$ cat src/rtl/turnstile_access_scheduler.sv
// Turnstile access scheduler: shares one turnstile door between NREQ card readers.
// Requests are arbitrated round-robin. The winner's code is latched and range-checked.
// A valid code opens the door for OPEN_CYCLES cycles. MAX_FAIL consecutive denials lock the
// gate out for LOCK_CYCLES cycles.
//
// Ports:
//   clk              rising-edge system clock
//   reset            asynchronous active-low reset
//   req              per-reader request level
//   code             reader i code at [i*CODE_W +: CODE_W]
//   ack              one-cycle pulse, request i accepted and code latched
//   granted          one-cycle pulse, latched code in range
//   denied           one-cycle pulse, latched code out of range
//   open_access_door door drive
//   active_id        index of the reader being served (holds last winner)
//   locked           high for the whole lockout period
//   state_out        current state encoding
module turnstile_access_scheduler #(
   parameter int unsigned NREQ        = 2,
   parameter int unsigned CODE_W      = 4,
   parameter int unsigned CODE_LO     = 4,
   parameter int unsigned CODE_HI     = 11,
   parameter int unsigned OPEN_CYCLES = 16,
   parameter int unsigned MAX_FAIL    = 3,
   parameter int unsigned LOCK_CYCLES = 32
) (
   input  logic                    clk,
   input  logic                    reset,
   input  logic [NREQ-1:0]         req,
   input  logic [NREQ*CODE_W-1:0]  code,
   output logic [NREQ-1:0]         ack,
   output logic                    granted,
   output logic                    denied,
   output logic                    open_access_door,
   output logic [$clog2(NREQ)-1:0] active_id,
   output logic                    locked,
   output logic [2:0]              state_out
);

   localparam int unsigned IdW    = $clog2(NREQ);
   localparam int unsigned MaxCyc = (OPEN_CYCLES > LOCK_CYCLES) ? OPEN_CYCLES : LOCK_CYCLES;
   localparam int unsigned TimerW = $clog2(MaxCyc + 1);
   localparam int unsigned FailW  = $clog2(MAX_FAIL + 1);

   localparam logic [TimerW-1:0] OpenLast = TimerW'(OPEN_CYCLES - 1);
   localparam logic [TimerW-1:0] LockLast = TimerW'(LOCK_CYCLES - 1);
   localparam logic [FailW-1:0]  FailMax  = FailW'(MAX_FAIL);
   localparam logic [CODE_W-1:0] CodeLo   = CODE_W'(CODE_LO);
   localparam logic [CODE_W-1:0] CodeHi   = CODE_W'(CODE_HI);

   typedef enum logic [2:0] {
      StIdle    = 3'd0,
      StCheck   = 3'd1,
      StOpen    = 3'd2,
      StDeny    = 3'd3,
      StLockout = 3'd4
   } state_e;

   state_e              state_q, state_d;
   logic [IdW-1:0]      rr_q, rr_d;
   logic [IdW-1:0]      id_q, id_d;
   logic [CODE_W-1:0]   code_q, code_d;
   logic [FailW-1:0]    fail_q, fail_d;
   logic [TimerW-1:0]   timer_q, timer_d;
   logic [NREQ-1:0]     ack_q, ack_d;
   logic                granted_q, granted_d;
   logic                denied_q, denied_d;
   logic                door_q, door_d;
   logic                locked_q, locked_d;

   logic [IdW-1:0]      win_idx;
   logic                win_found;
   logic                code_ok;

   // Round-robin: scan starting one past the last winner, wrapping.
   always_comb begin
      win_idx   = rr_q;
      win_found = 1'b0;
      for (int unsigned i = 1; i <= NREQ; i++) begin
         if (!win_found && req[IdW'((32'(rr_q) + i) % NREQ)]) begin
            win_found = 1'b1;
            win_idx   = IdW'((32'(rr_q) + i) % NREQ);
         end
      end
   end

   assign code_ok = (code_q >= CodeLo) && (code_q <= CodeHi);

   always_comb begin
      state_d   = state_q;
      rr_d      = rr_q;
      id_d      = id_q;
      code_d    = code_q;
      fail_d    = fail_q;
      timer_d   = timer_q;
      ack_d     = '0;
      granted_d = 1'b0;
      denied_d  = 1'b0;
      door_d    = door_q;
      locked_d  = locked_q;

      unique case (state_q)
         StIdle: begin
            if (win_found) begin
               state_d        = StCheck;
               rr_d           = win_idx;
               id_d           = win_idx;
               code_d         = code[32'(win_idx) * CODE_W +: CODE_W];
               ack_d[win_idx] = 1'b1;
            end
         end
         StCheck: begin
            if (code_ok) begin
               state_d   = StOpen;
               granted_d = 1'b1;
               fail_d    = '0;
               timer_d   = '0;
               door_d    = 1'b1;
            end else begin
               state_d  = StDeny;
               denied_d = 1'b1;
               if (fail_q != FailMax) begin
                  fail_d = fail_q + 1'b1;
               end
            end
         end
         StOpen: begin
            if (timer_q == OpenLast) begin
               state_d = StIdle;
               door_d  = 1'b0;
            end else begin
               timer_d = timer_q + 1'b1;
            end
         end
         StDeny: begin
            if (fail_q == FailMax) begin
               state_d  = StLockout;
               locked_d = 1'b1;
               timer_d  = '0;
            end else begin
               state_d = StIdle;
            end
         end
         StLockout: begin
            // Requests are not looked at here; readers keep waiting.
            if (timer_q == LockLast) begin
               state_d  = StIdle;
               locked_d = 1'b0;
               fail_d   = '0;
            end else begin
               timer_d = timer_q + 1'b1;
            end
         end
         default: begin
            state_d  = StIdle;
            door_d   = 1'b0;
            locked_d = 1'b0;
         end
      endcase
   end

   always_ff @(posedge clk or negedge reset) begin
      if (!reset) begin
         state_q   <= StIdle;
         rr_q      <= IdW'(NREQ - 1);
         id_q      <= '0;
         code_q    <= '0;
         fail_q    <= '0;
         timer_q   <= '0;
         ack_q     <= '0;
         granted_q <= 1'b0;
         denied_q  <= 1'b0;
         door_q    <= 1'b0;
         locked_q  <= 1'b0;
      end else begin
         state_q   <= state_d;
         rr_q      <= rr_d;
         id_q      <= id_d;
         code_q    <= code_d;
         fail_q    <= fail_d;
         timer_q   <= timer_d;
         ack_q     <= ack_d;
         granted_q <= granted_d;
         denied_q  <= denied_d;
         door_q    <= door_d;
         locked_q  <= locked_d;
      end
   end

   assign ack              = ack_q;
   assign granted          = granted_q;
   assign denied           = denied_q;
   assign open_access_door = door_q;
   assign active_id        = id_q;
   assign locked           = locked_q;
   assign state_out        = state_q;

endmodule

$ cat config.mk
export PLATFORM = sky130hd
export DESIGN_NAME = turnstile_access_scheduler
export DESIGN_NICKNAME = d
export VERILOG_FILES = /design/src/rtl/turnstile_access_scheduler.sv
export SDC_FILE = /design/constraint.sdc
export NUM_CORES = 1
export LEC_CHECK = 0
export CORE_MARGIN = 4
export CORE_UTILIZATION = 35
export DETAILED_ROUTE_END_ITERATION = 16
export PLACE_DENSITY = 0.66
export SKIP_CTS_REPAIR_TIMING = 1
export SYNTH_ARGS = -nofsm -noshare
export SYNTH_HDL_FRONTEND = slang
export SYNTH_SLANG_ARGS = --single-unit
$ cat constraint.sdc
create_clock -name clk -period 1.9 [get_ports clk]
set_input_delay 0.285 -clock clk [delete_from_list [all_inputs] [get_ports clk]]
set_output_delay 0.285 -clock clk [all_outputs]
set_load 0.03 [all_outputs]
Yosys cells after proc, flatten, opt, wreduce, memory -nomap -nowiden
Index checks and enable logic that the tools add are counted.
{ "word_totals": {"register_bits": 23, "in_bits": 12, "out_inout_bits": 10, "wordCells": 92} }
{ "classes": {"add_sub_neg": 4, "order_cmp": 6, "eq_ne": 16, "shifts": 1, "muxes": 37, "n_bitwise": 2, "n_reduce_logical": 15} }
{ "ops": {"columns": ["op", "count"], "rows": [
  ["$mux 6", 4],
  ["$pmux 6 s4", 1],
  ["$mux 1", 18],
  ["$ne 2x2->1 const B", 8],
  ["$pmux 3 s5", 1],
  ["$mux 3", 4],
  ["$reduce_and 3->1", 4],
  ["$mux 2", 5],
  ["$shiftx 8x4->4", 1],
  ["$add 6x1->6 const B", 1],
  ["$eq 3x2->1 const B", 2],
  ["$eq 6x4->1 const B", 1],
  ["$eq 6x5->1 const B", 1],
  ["$lt 1x2->1 const B", 3],
  ["$pmux 1 s3", 2],
  ["$reduce_or 3->1", 2],
  ["$reduce_and 5->1", 1],
  ["$ge 4x3->1 const B", 1],
  ["$le 4x4->1 const B", 1],
  ["$pmux 2 s2", 1],
  ["$reduce_bool 4->1", 1],
  ["$eq 3x1->1 const B", 1],
  ["$eq 3x3->1 const B", 1],
  ["$logic_and 1x1->1", 3],
  ["other kinds (11)", 13]
]} }

Logic depth before layout (Yosys ltp)
Gate-level depths: netlist (run 1).
{ "logic_depth": {"depth_word": 13, "ltp_mapped": 5, "depth_no_buf": 5} }

Worst setup path after synthesis (run 1)
Ideal clock, no wire load.
{ "synth_path": {"path_type": "reg-to-reg", "startpoint": "reg state_q[2], in the netlist state_out[2]", "endpoint": "reg timer_q[2]", "setup_ns": 0.126, "arrival_ns": 1.578, "required_time_ns": 1.774, "setup_slack_ns": 0.196, "stages_incl_launch_ff": 6, "n_path_buf": 1, "period_less_slack_ns": 1.704, "cell_sequence": "dfrtp_1 buf_2 nor3b_2 o21ai_2 and3_4 a221o_1"} }
{ "synth_via": {"elab_chain_len": 3, "elab_cells_between_ends": 11, "classes_between": "8 x eq/ne; 1 x mux; 2 x reduce/logical"} }
{ "synth_lines": {"columns": ["item", "line_no", "rtl"], "rows": [
  ["start, declared", "59", "state_e state_q, state_d;"],
  ["start signal, assigned", "164", "state_q <= StIdle;"],
  ["start signal, assigned", "176", "state_q <= state_d;"],
  ["$eq 3x3->1 (tied with other cells)", "102", "unique case (state_q)"],
  ["$reduce_bool 4->1 (no source line) or $ne 2x2->1 (tied branches)", null, null],
  ["$reduce_and 5->1 (no source line)", null, null],
  ["end signal, assigned", "181", "timer_q <= timer_d;"],
  ["end, declared", "64", "logic [TimerW-1:0] timer_q, timer_d;"]
]} }
Parallel ways exist; a longest one is shown, timed or not.
A chain may end at the register's enable or synchronous reset.

Worst setup path after layout (run 1)
{ "layout_path": {"startpoint": "reg state_q[0], in the netlist state_out[0]", "endpoint": "out state_out[0]"} }
{ "layout_rtl": {"columns": ["item", "line_no", "rtl"], "rows": [
  ["end, declared", "37", "output logic [2:0] state_out"]
]} }
No word-level cell between the ends.

==> results of run 1 <==
-- metal layers --
metal | up-vias | part of all wire, %
li1 | 434 | -
met1 | 440 | 45
met2 | 18 | 51
met3 | 4 | 2.3
met4 | 0 | 1.6
met5 | - | 0
-- cell type report --
type	instances	share of cell area [%]
clock inverters	1	0.361
well taps	44	3.97
multi-input cells	76	38.5
inverters	3	0.812
flip-flops and latches	21	38.0
clock buffers	3	1.62
repair buffers	25	16.8
-- cells in the final DEF, fill, tap and decap left out, types with 2 or more instances in the layout --
cell              n
inv_1             3
a21o_1            3
and3_1            2
clkbuf_4          3
mux2i_1           2
clkdlybuf4s50_1  16
nor2_1            7
o31ai_1           4
dfrtp_1          20
nor2b_1           2
nand2b_1          2
buf_4             8
o21ai_0           5
mux2_2            2
a221o_1           2
a21oi_1           4
xnor2_1           2
nand2_1           8
nand3_1           2
ha_1              2
o22ai_1           2
nor3_1            4
a211oi_1          2
-- worst max path at each step --
stage | from | end | slack [ps] | cells after the start
3_5_place_dp | timer_q[0] | timer_q[5] | 220 | 5
4_1_cts | state_out[1] | state_out[1] | 30 | 1
5_1_grt | timer_q[1] | timer_q[5] | 40 | 5
2_1_floorplan | state_out[2] | timer_q[2] | 200 | 5
3_3_place_gp | timer_q[1] | timer_q[5] | 240 | 5
6_report | state_out[0] | state_out[0] | 120 | 1
-- power by group through the flow --
stage | combinational (mW) | sequential, mW | clock [mW]
floorplan | 0.632 | 0.881 | 0
global placement | 1.11 | 0.777 | 0
detailed placement | 1.13 | 0.788 | 0
CTS | 1.14 | 0.777 | 0.220
global route | 1.24 | 0.806 | 0.244
finish | 1.13 | 0.777 | 0.211
-- sequential cells by signal (all words and copies together) (netlist names) --
register          flops
ack                   2
active_id             1
code_q                2
denied                1
fail_q                2
granted               1
locked                1
open_access_door      1
rr_q                  1
state_out             3
timer_q               6
-- stage by stage --
stage	instances	hold slack [ps]	power, mW
global placement	169	475	1.88
CTS	173	315	2.14
floorplan	104	-10.6	1.51
global route	173	323	2.29
detailed placement	169	507	1.92
finish	173	310	2.12
-- cells by family (layout without fill, tap and decap cells) --
logic type / Yosys count / after routing / synth area share, %
AOI/OAI and AO/OA: 34 / 34 / 24.2
xor gates and xnor gates: 3 / 3 / 2.41
adders and majority gates: 2 / 2 / 2.29
buffers and inverters: 7 / 32 / 2.86
DFF: 21 / 21 / 48.2
muxes: 4 / 4 / 3.89
and+or+nand+nor: 33 / 33 / 16.2
==> flow_metrics.py, run 1 <==
metrics = {
    "outcome": {
        "outcome": "completed",
    },
    "yosys": {
        "ys_types": 42,
        "synth_edf_count": 0,
        "syn_area_um2": 1090,
        "ys_seq_elements": 21,
        "yosys_warnings": 0,
        "synth_area_leaders": "dfrtp_1 (46%), nand2_1 (2.7%), o31ai_1 (2.7%), dfstp_2 (2.4%), nor2_1 (2.4%)",
        "synthFlopType": "dfrtp_1",
        "ys_async_sr_fraction_pct": 100,
        "syn_area_per_cell_um2": 10.5,
        "yosys.cell_count.top_type": "dfrtp_1",
        "syn-num-nets": 118,
        "synth.top_cell.area_share_pct": 45.8,
        "yosysTopAreaCell": "dfrtp_1",
        "synthCells": 104,
        "synth_common_cells": "dfrtp_1 (20), nand2_1 (8), nor2_1 (7), o21ai_0 (5)",
        "ys_seq_area_share_pct": 48.2,
    },
    "power": {
        "intPower_mw": 1.22,
        "p_comb_share_pct": 53.3,
        "power-per-cell-area_nw_per_um2": 1530,
        "seqPwrFrac_pct": 36.7,
        "p_sw_share_pct": 42.5,
        "leakagePower_nw": 0.607,
        "p_switching_mw": 0.899,
        "ir_worst_vdd_mv": 0.622,
        "p_clk_share_pct": 10.0,
    },
    "setup_path": {
        "crit_fanout": 6,
        "arrival_ps": 1500,
        "worstSetupPathType": "reg -> out",
        "cp.required_ps": 1620,
        "crit_path_start_kind": "flip-flop",
        "rr_startpoint": "timer_q[0]",
        "r2r-end": "timer_q[5]",
        "reg2reg_depth": 5,
        "endpoint_kind": "output port",
        "crit_path_cell_trace": "clkdlybuf4s50_1",
        "critPathSlowestCell": "clkdlybuf4s50_1",
        "crit_path_max_incr_delay_ps": 710,
        "crit_family": "buffers and inverters",
        "crit_buf_inv": 1,
        "r2r_slack_ps": 160,
    },
    "cells_and_area": {
        "fillers": 282,
        "ff_latch_area_um2": 527,
        "diodes": 0,
        "fin_area_um2": 1390,
        "multi_input_area_um2": 534,
        "post-route-util_pct": 45.8,
        "num-nets-final": 144,
        "drive_gt1_share_pct": 17.1,
        "area_delta_synth_final_pct": 27.0,
    },
    "placement": {
        "placed_cell_area_um2": 1360,
        "io_buffers": 17,
        "hpwlAfterDp_mm": 1.74,
        "place_congestion": 0.804,
        "pre_cts_ws_ps": 222,
    },
    "sta": {
        "post-route-min-period_ps": 1780,
        "setup_viol": 0,
        "finalCritPeriodShare_pct": 93.9,
        "slew_headroom_pct": 62.3,
        "worst-slew-pin-transition_ps": 561,
        "fin_ws_ps": 115,
        "fmax_mhz": 560,
        "grt_setup_unrepaired": "no",
        "finalHoldViolCount": 0,
        "drv_slew": 0,
        "skew_ps": 3.11,
        "fin_setup_tns_ps": 0,
    },
    "detailed_routing": {
        "dr.first_iter.drc_count": 51,
        "wire_per_inst_um": 13.5,
        "drt-total-wl_mm": 2.33,
        "ant_nets": 0,
        "drt-vias-per-instance": 5.18,
        "dr.pass1.iters": 4,
        "route.detailed.drc": 0,
        "vias": 896,
    },
    "global_route": {
        "busiest_layer": "met2",
        "use_met1_pct": 14.2,
        "grt-ovfl-total": 0,
        "grt_usage_pct": 12.5,
        "grt_max_degree": 22,
        "use_met3_pct": 2.11,
        "grt_pass1_vias": 916,
        "grt_antenna_before_repair": 0,
        "grt_first_pass_wirelength_mm": 4.01,
        "met2_usage_pct": 22.1,
    },
    "floorplanning": {
        "die_x_um": 63.9,
        "rows": 20,
        "dieArea_um2": 4080,
        "coreArea_um2": 3030,
        "start_util_pct": 36.1,
        "io_pins": 22,
        "die_h_um": 63.9,
    },
    "clock_tree": {
        "cts_tree": "yes",
        "cts_sinks": 21,
        "clk_pin_slew_ps": 120,
        "cts_root_buffer": "clkbuf_4",
        "insertion_delay_ps": 300,
        "htree_num_levels": 1,
        "clock_path_buffers": 2,
        "numCtsBuffers": 3,
    },
    "flow_run": {
        "max-cap-violations": 0,
    },
    "hold_path": {
        "hp-class": "in -> async",
    },
}
Note: power is estimated with default switching activity, not from simulation.
==> run 2: changes to the inputs <==
--- a/config.mk
+++ b/config.mk
@@ -8,7 +8,7 @@
 export CORE_MARGIN = 4
 export CORE_UTILIZATION = 35
 export DETAILED_ROUTE_END_ITERATION = 16
-export PLACE_DENSITY = 0.66
+export PLACE_DENSITY = 0.68
 export SKIP_CTS_REPAIR_TIMING = 1
 export SYNTH_ARGS = -nofsm -noshare
 export SYNTH_HDL_FRONTEND = slang
==> constraint.sdc (replaced) <==
create_clock -name clk -period 1.5 [get_ports clk]
set_input_delay 0.225 -clock clk [delete_from_list [all_inputs] [get_ports clk]]
set_output_delay 0.225 -clock clk [all_outputs]
set_load 0.03 [all_outputs]
==> flow_metrics.py, run 2 (synthesis results as in run 1) <==
metrics = {
    "outcome": {
        "outcome": "finished, violations left",
        "violations": "setup timing",
    },
    "cells_and_area": {
        "num-nets-final": 166,
        "final_cell_mix": "buf_4 (29), dfrtp_1 (16), dlymetal6s2s_1 (10)",
        "area_delta_synth_final_pct": 54.4,
        "largest_reg_flops": 6,
        "diodes": 0,
        "drive_gt1_share_pct": 39.7,
        "fillers": 254,
        "fin_area_um2": 1690,
        "stdcell_count": 195,
        "final_common_cell": "buf_4",
        "largest_register": "timer_q",
    },
    "global_route": {
        "grt_usage_pct": 13.0,
        "grt-ovfl-total": 0,
        "grt_pass1_vias": 965,
        "grt_antenna_before_repair": 0,
        "grt_max_degree": 22,
        "grt_first_pass_wirelength_mm": 4.26,
    },
    "sta": {
        "setup_viol": 5,
        "skew_ps": 6.84,
        "fmax_mhz": 633,
        "grt_setup_unrepaired": "yes",
        "timing.hold.ws_ps": 252,
        "fin_ws_ps": -79.3,
        "post-route-min-period_ps": 1580,
        "slew_headroom_pct": 75.5,
        "finalHoldViolCount": 0,
        "finalCritPeriodShare_pct": 105,
        "fin_setup_tns_ps": -227,
        "worst-slew-pin-transition_ps": 367,
        "drv_slew": 0,
    },
    "floorplanning": {
        "io_pins": 22,
        "coreArea_um2": 3030,
        "rows": 20,
        "die_x_um": 63.9,
        "start_util_pct": 36.1,
        "dieArea_um2": 4080,
        "die_h_um": 63.9,
    },
    "hold_path": {
        "hp-class": "in -> async",
    },
    "setup_path": {
        "crit_path_cell_trace": "ha_4 > nand3_4 > o311ai_4 > buf_6 > and3_4 > a221o_1",
        "critPathSlowestCell": "dfrtp_1",
        "cp.required_ps": 1700,
        "endpoint_kind": "flip-flop",
        "rr_startpoint": "timer_q[1]",
        "arrival_ps": 1780,
        "worstSetupPathType": "reg -> reg",
        "reg2reg_depth": 6,
        "crit_path_max_incr_delay_ps": 430,
        "r2r-end": "timer_q[4]",
        "crit_family": "compound AO/OA/AOI/OAI gates",
        "crit_path_start_kind": "flip-flop",
        "crit_fanout": 7,
        "r2r_slack_ps": -80,
        "crit_buf_inv": 1,
    },
    "placement": {
        "hpwlAfterDp_mm": 1.97,
        "place_congestion": 0.806,
        "pre_cts_ws_ps": -127,
        "dp.cells": 188,
        "io_buffers": 17,
        "placed_cell_area_um2": 1540,
    },
    "clock_tree": {
        "htree_num_levels": 1,
        "cts_sinks": 21,
        "cts_tree": "yes",
        "numCtsBuffers": 3,
        "clock_path_buffers": 2,
        "insertion_delay_ps": 300,
        "cts_root_buffer": "clkbuf_4",
        "clk_pin_slew_ps": 120,
    },
    "detailed_routing": {
        "dr.first_iter.drc_count": 65,
        "route.detailed.drc": 0,
        "ant_nets": 0,
        "dr.pass1.iters": 5,
        "drt-vias-per-instance": 5.06,
        "vias": 986,
        "wire_per_inst_um": 13.6,
        "drt-total-wl_mm": 2.65,
    },
    "power": {
        "leakagePower_nw": 0.834,
        "power-per-cell-area_nw_per_um2": 1850,
        "ir_worst_vdd_mv": 0.845,
    },
    "flow_run": {
        "max-cap-violations": 0,
    },
}
[run 2: changes by cell type in the layout (fill, tap and decap cells not counted), sizes merged]
cell	change
buf	+22
clkdlybuf4s50	-9
dlymetal6s2s	+9
[run 2: stage by stage]
stage	power (mW)	utilization (%)
after floorplan	2.00	-
after global placement	2.67	50.7
after detailed placement	2.73	50.7
after CTS	3.00	51.6
after global routing	3.35	55.7
final	3.12	55.7
[run 2: where the power goes]
part / internal, mW / switching [mW] / leakage (nW)
combinational: 0.953 / 0.889 / 0.558
clock: 0.0992 / 0.165 / 0.0177
sequential: 0.789 / 0.224 / 0.259
total: 1.84 / 1.28 / 0.834
[run 2: worst max path at each step]
| stage | start | end | slack, ps | cells past startpoint |
|---|---|---|---|---|
| after floorplan | state_out[0] | timer_q[2] | -80 | 5 |
| after CTS | state_out[2] | state_out[2] | -270 | 2 |
| final | timer_q[1] | timer_q[4] | -80 | 6 |
| after detailed placement | timer_q[1] | timer_q[5] | -130 | 5 |
| after global routing | timer_q[1] | timer_q[4] | -120 | 6 |
| after global placement | timer_q[1] | timer_q[5] | -80 | 5 |
[run 2: cell type report]
type / instances / area [um2] / share of cell area, %
clock buffer: 3 / 22.5 / 1.34
clock inverter: 1 / 5.00 / 0.297
inverter: 3 / 11.3 / 0.668
multi-input combinational: 76 / 637 / 37.8
sequential: 21 / 532 / 31.5
tap: 44 / 55.1 / 3.26
timing repair buffer: 47 / 424 / 25.1
[run 2: worst register-to-register path, delay by kind of cell (launching register included)]
family	cells	cell delay, ps
adder cells (fa/ha/maj)	1	190
flip-flops	1	430
AO/OA/AOI/OAI	2	440
buffers and inverters	1	150
AND/OR/NAND/NOR	2	270
[run 2: per-layer routing]
metal | GRT usage (%) | up-vias | wire length (um)
met5 | 0 | - | 0
met2 | 22.7 | 15 | 1380
met4 | 4.58 | 0 | 23
li1 | - | 485 | -
met1 | 16.3 | 484 | 1160
met3 | 1.76 | 2 | 78
==> run 3: changes to the inputs <==
--- a/config.mk
+++ b/config.mk
@@ -5,10 +5,13 @@
 export SDC_FILE = /design/constraint.sdc
 export NUM_CORES = 1
 export LEC_CHECK = 0
+export CELL_PAD_IN_SITES_DETAIL_PLACEMENT = 0
+export CELL_PAD_IN_SITES_GLOBAL_PLACEMENT = 1
 export CORE_MARGIN = 4
 export CORE_UTILIZATION = 35
 export DETAILED_ROUTE_END_ITERATION = 16
-export PLACE_DENSITY = 0.68
+export PLACE_DENSITY = 0.82
+export REMOVE_ABC_BUFFERS = 1
 export SKIP_CTS_REPAIR_TIMING = 1
 export SYNTH_ARGS = -nofsm -noshare
 export SYNTH_HDL_FRONTEND = slang
==> flow_metrics.py, run 3 (synthesis results as in run 1) <==
metrics = {
    "outcome": {
        "outcome": "finished, violations left",
        "violations": "setup timing",
    },
    "placement": {
        "hpwlAfterDp_mm": 2.05,
        "pre_cts_ws_ps": -178,
        "place_congestion": 0.848,
        "placed_cell_area_um2": 1520,
        "dp.cells": 192,
        "io_buffers": 17,
    },
    "power": {
        "p_comb_share_pct": 61.6,
        "finalPower_mw": 3.35,
        "p_clk_share_pct": 8.6,
        "p_switching_mw": 1.39,
        "seqPwrFrac_pct": 29.9,
        "leakagePower_nw": 0.856,
        "p_sw_share_pct": 41.4,
        "power-per-cell-area_nw_per_um2": 1890,
        "ir_worst_vdd_mv": 1.22,
        "intPower_mw": 1.96,
    },
    "global_route": {
        "grt-ovfl-total": 0,
        "grt_usage_pct": 14.3,
        "grt_first_pass_wirelength_mm": 4.74,
        "grt_pass1_vias": 1028,
        "grt_max_degree": 22,
        "grt_antenna_before_repair": 0,
    },
    "setup_path": {
        "critPathSlowestCell": "dfrtp_1",
        "arrival_ps": 1790,
        "crit_path_cell_trace": "ha_4 > nand3_4 > o311ai_4 > buf_6 > a21oi_1 > a221o_1",
        "crit_path_start_kind": "flip-flop",
        "crit_fanout": 5,
        "endpoint_kind": "flip-flop",
        "cp.required_ps": 1710,
        "r2r_slack_ps": -80,
        "worstSetupPathType": "reg -> reg",
        "crit_path_max_incr_delay_ps": 420,
    },
    "cells_and_area": {
        "final_cell_mix": "buf_4 (36), dfrtp_1 (17), nand2_1 (7), clkdlybuf4s50_1 (7), dlymetal6s2s_1 (7)",
        "largest_register": "timer_q",
        "stdcell_count": 202,
        "final_common_cell": "buf_4",
        "post-route-util_pct": 58.6,
        "drive_gt1_share_pct": 46.8,
        "area_delta_synth_final_pct": 62.3,
        "diodes": 0,
        "fin_area_um2": 1770,
        "largest_reg_flops": 6,
        "num-nets-final": 173,
    },
    "sta": {
        "slew_headroom_pct": 59.1,
        "grt_setup_unrepaired": "yes",
        "setup_viol": 5,
        "timing.hold.ws_ps": 238,
        "fin_ws_ps": -79.6,
        "drv_slew": 0,
        "worst-slew-pin-transition_ps": 608,
        "fmax_mhz": 633,
        "skew_ps": 9.62,
        "fin_setup_tns_ps": -286,
        "finalCritPeriodShare_pct": 105,
        "post-route-min-period_ps": 1580,
        "finalHoldViolCount": 0,
    },
    "clock_tree": {
        "clock_path_buffers": 2,
        "clk_pin_slew_ps": 130,
        "cts_tree": "yes",
        "cts_sinks": 21,
        "insertion_delay_ps": 310,
        "numCtsBuffers": 3,
        "htree_num_levels": 1,
        "cts_root_buffer": "clkbuf_4",
    },
    "floorplanning": {
        "start_util_pct": 36.1,
        "io_pins": 22,
        "coreArea_um2": 3030,
        "die_h_um": 63.9,
        "dieArea_um2": 4080,
        "die_x_um": 63.9,
        "rows": 20,
    },
    "hold_path": {
        "hp-class": "in -> async",
    },
    "detailed_routing": {
        "ant_nets": 0,
        "route.detailed.drc": 0,
        "drt-vias-per-instance": 5.09,
        "wire_per_inst_um": 14.5,
        "vias": 1028,
        "dr.first_iter.drc_count": 39,
        "drt-total-wl_mm": 2.93,
        "dr.pass1.iters": 4,
    },
    "flow_run": {
        "max-cap-violations": 0,
    },
}
## run 3: cell types whose count changed in the layout (fill, tap and decap cells not counted), sizes merged
cell / delta
buf: +10
dlymetal6s2s: -3
## run 3: cell type report
class	count	area (um2)
clock buffers	3	22.5
clock inverters	1	5.00
fillers	266	1250
inverters	3	11.3
multi-input cells	76	676
flip-flops and latches	21	531
well taps	44	55.1
repair buffers	54	473
## run 3: critical path, delay by kind of cell (launching register included)
kind	cells	cell delay, ps
adders and majority gates	1	180
buffers and inverters	1	170
AOI/OAI and AO/OA	3	630
DFF	1	420
and+or+nand+nor	1	80
## run 3: power by group through the flow
stage          sequential [mW]  clock (mW)  combinational (mW)
2_1_floorplan             1.18           0               0.714
3_3_place_gp             0.939           0                1.68
3_5_place_dp             0.950           0                1.72
4_1_cts                  0.938       0.294                1.73
5_1_grt                   1.03       0.318                2.25
6_report                  1.00       0.287                2.06
## run 3: routing by layer
metal	track usage (%)	vias up	wire (um)
met5	0	-	0
met4	2.96	0	34
met3	3.69	6	156
met2	25.2	30	1550
met1	17.5	496	1190
li1	-	496	-
## run 3: worst paths after layout
check | endpoint | depth (start not counted) | start
worst max-delay path | timer_q[2] | 6 | timer_q[1]
min in group clk | active_id | 1 | active_id
worst min-delay path | timer_q[3] | 2 | reset
max in group asynchronous | rr_q | 2 | reset
worst min register to register | active_id | 1 | active_id
worst max register to register | timer_q[2] | 6 | timer_q[1]
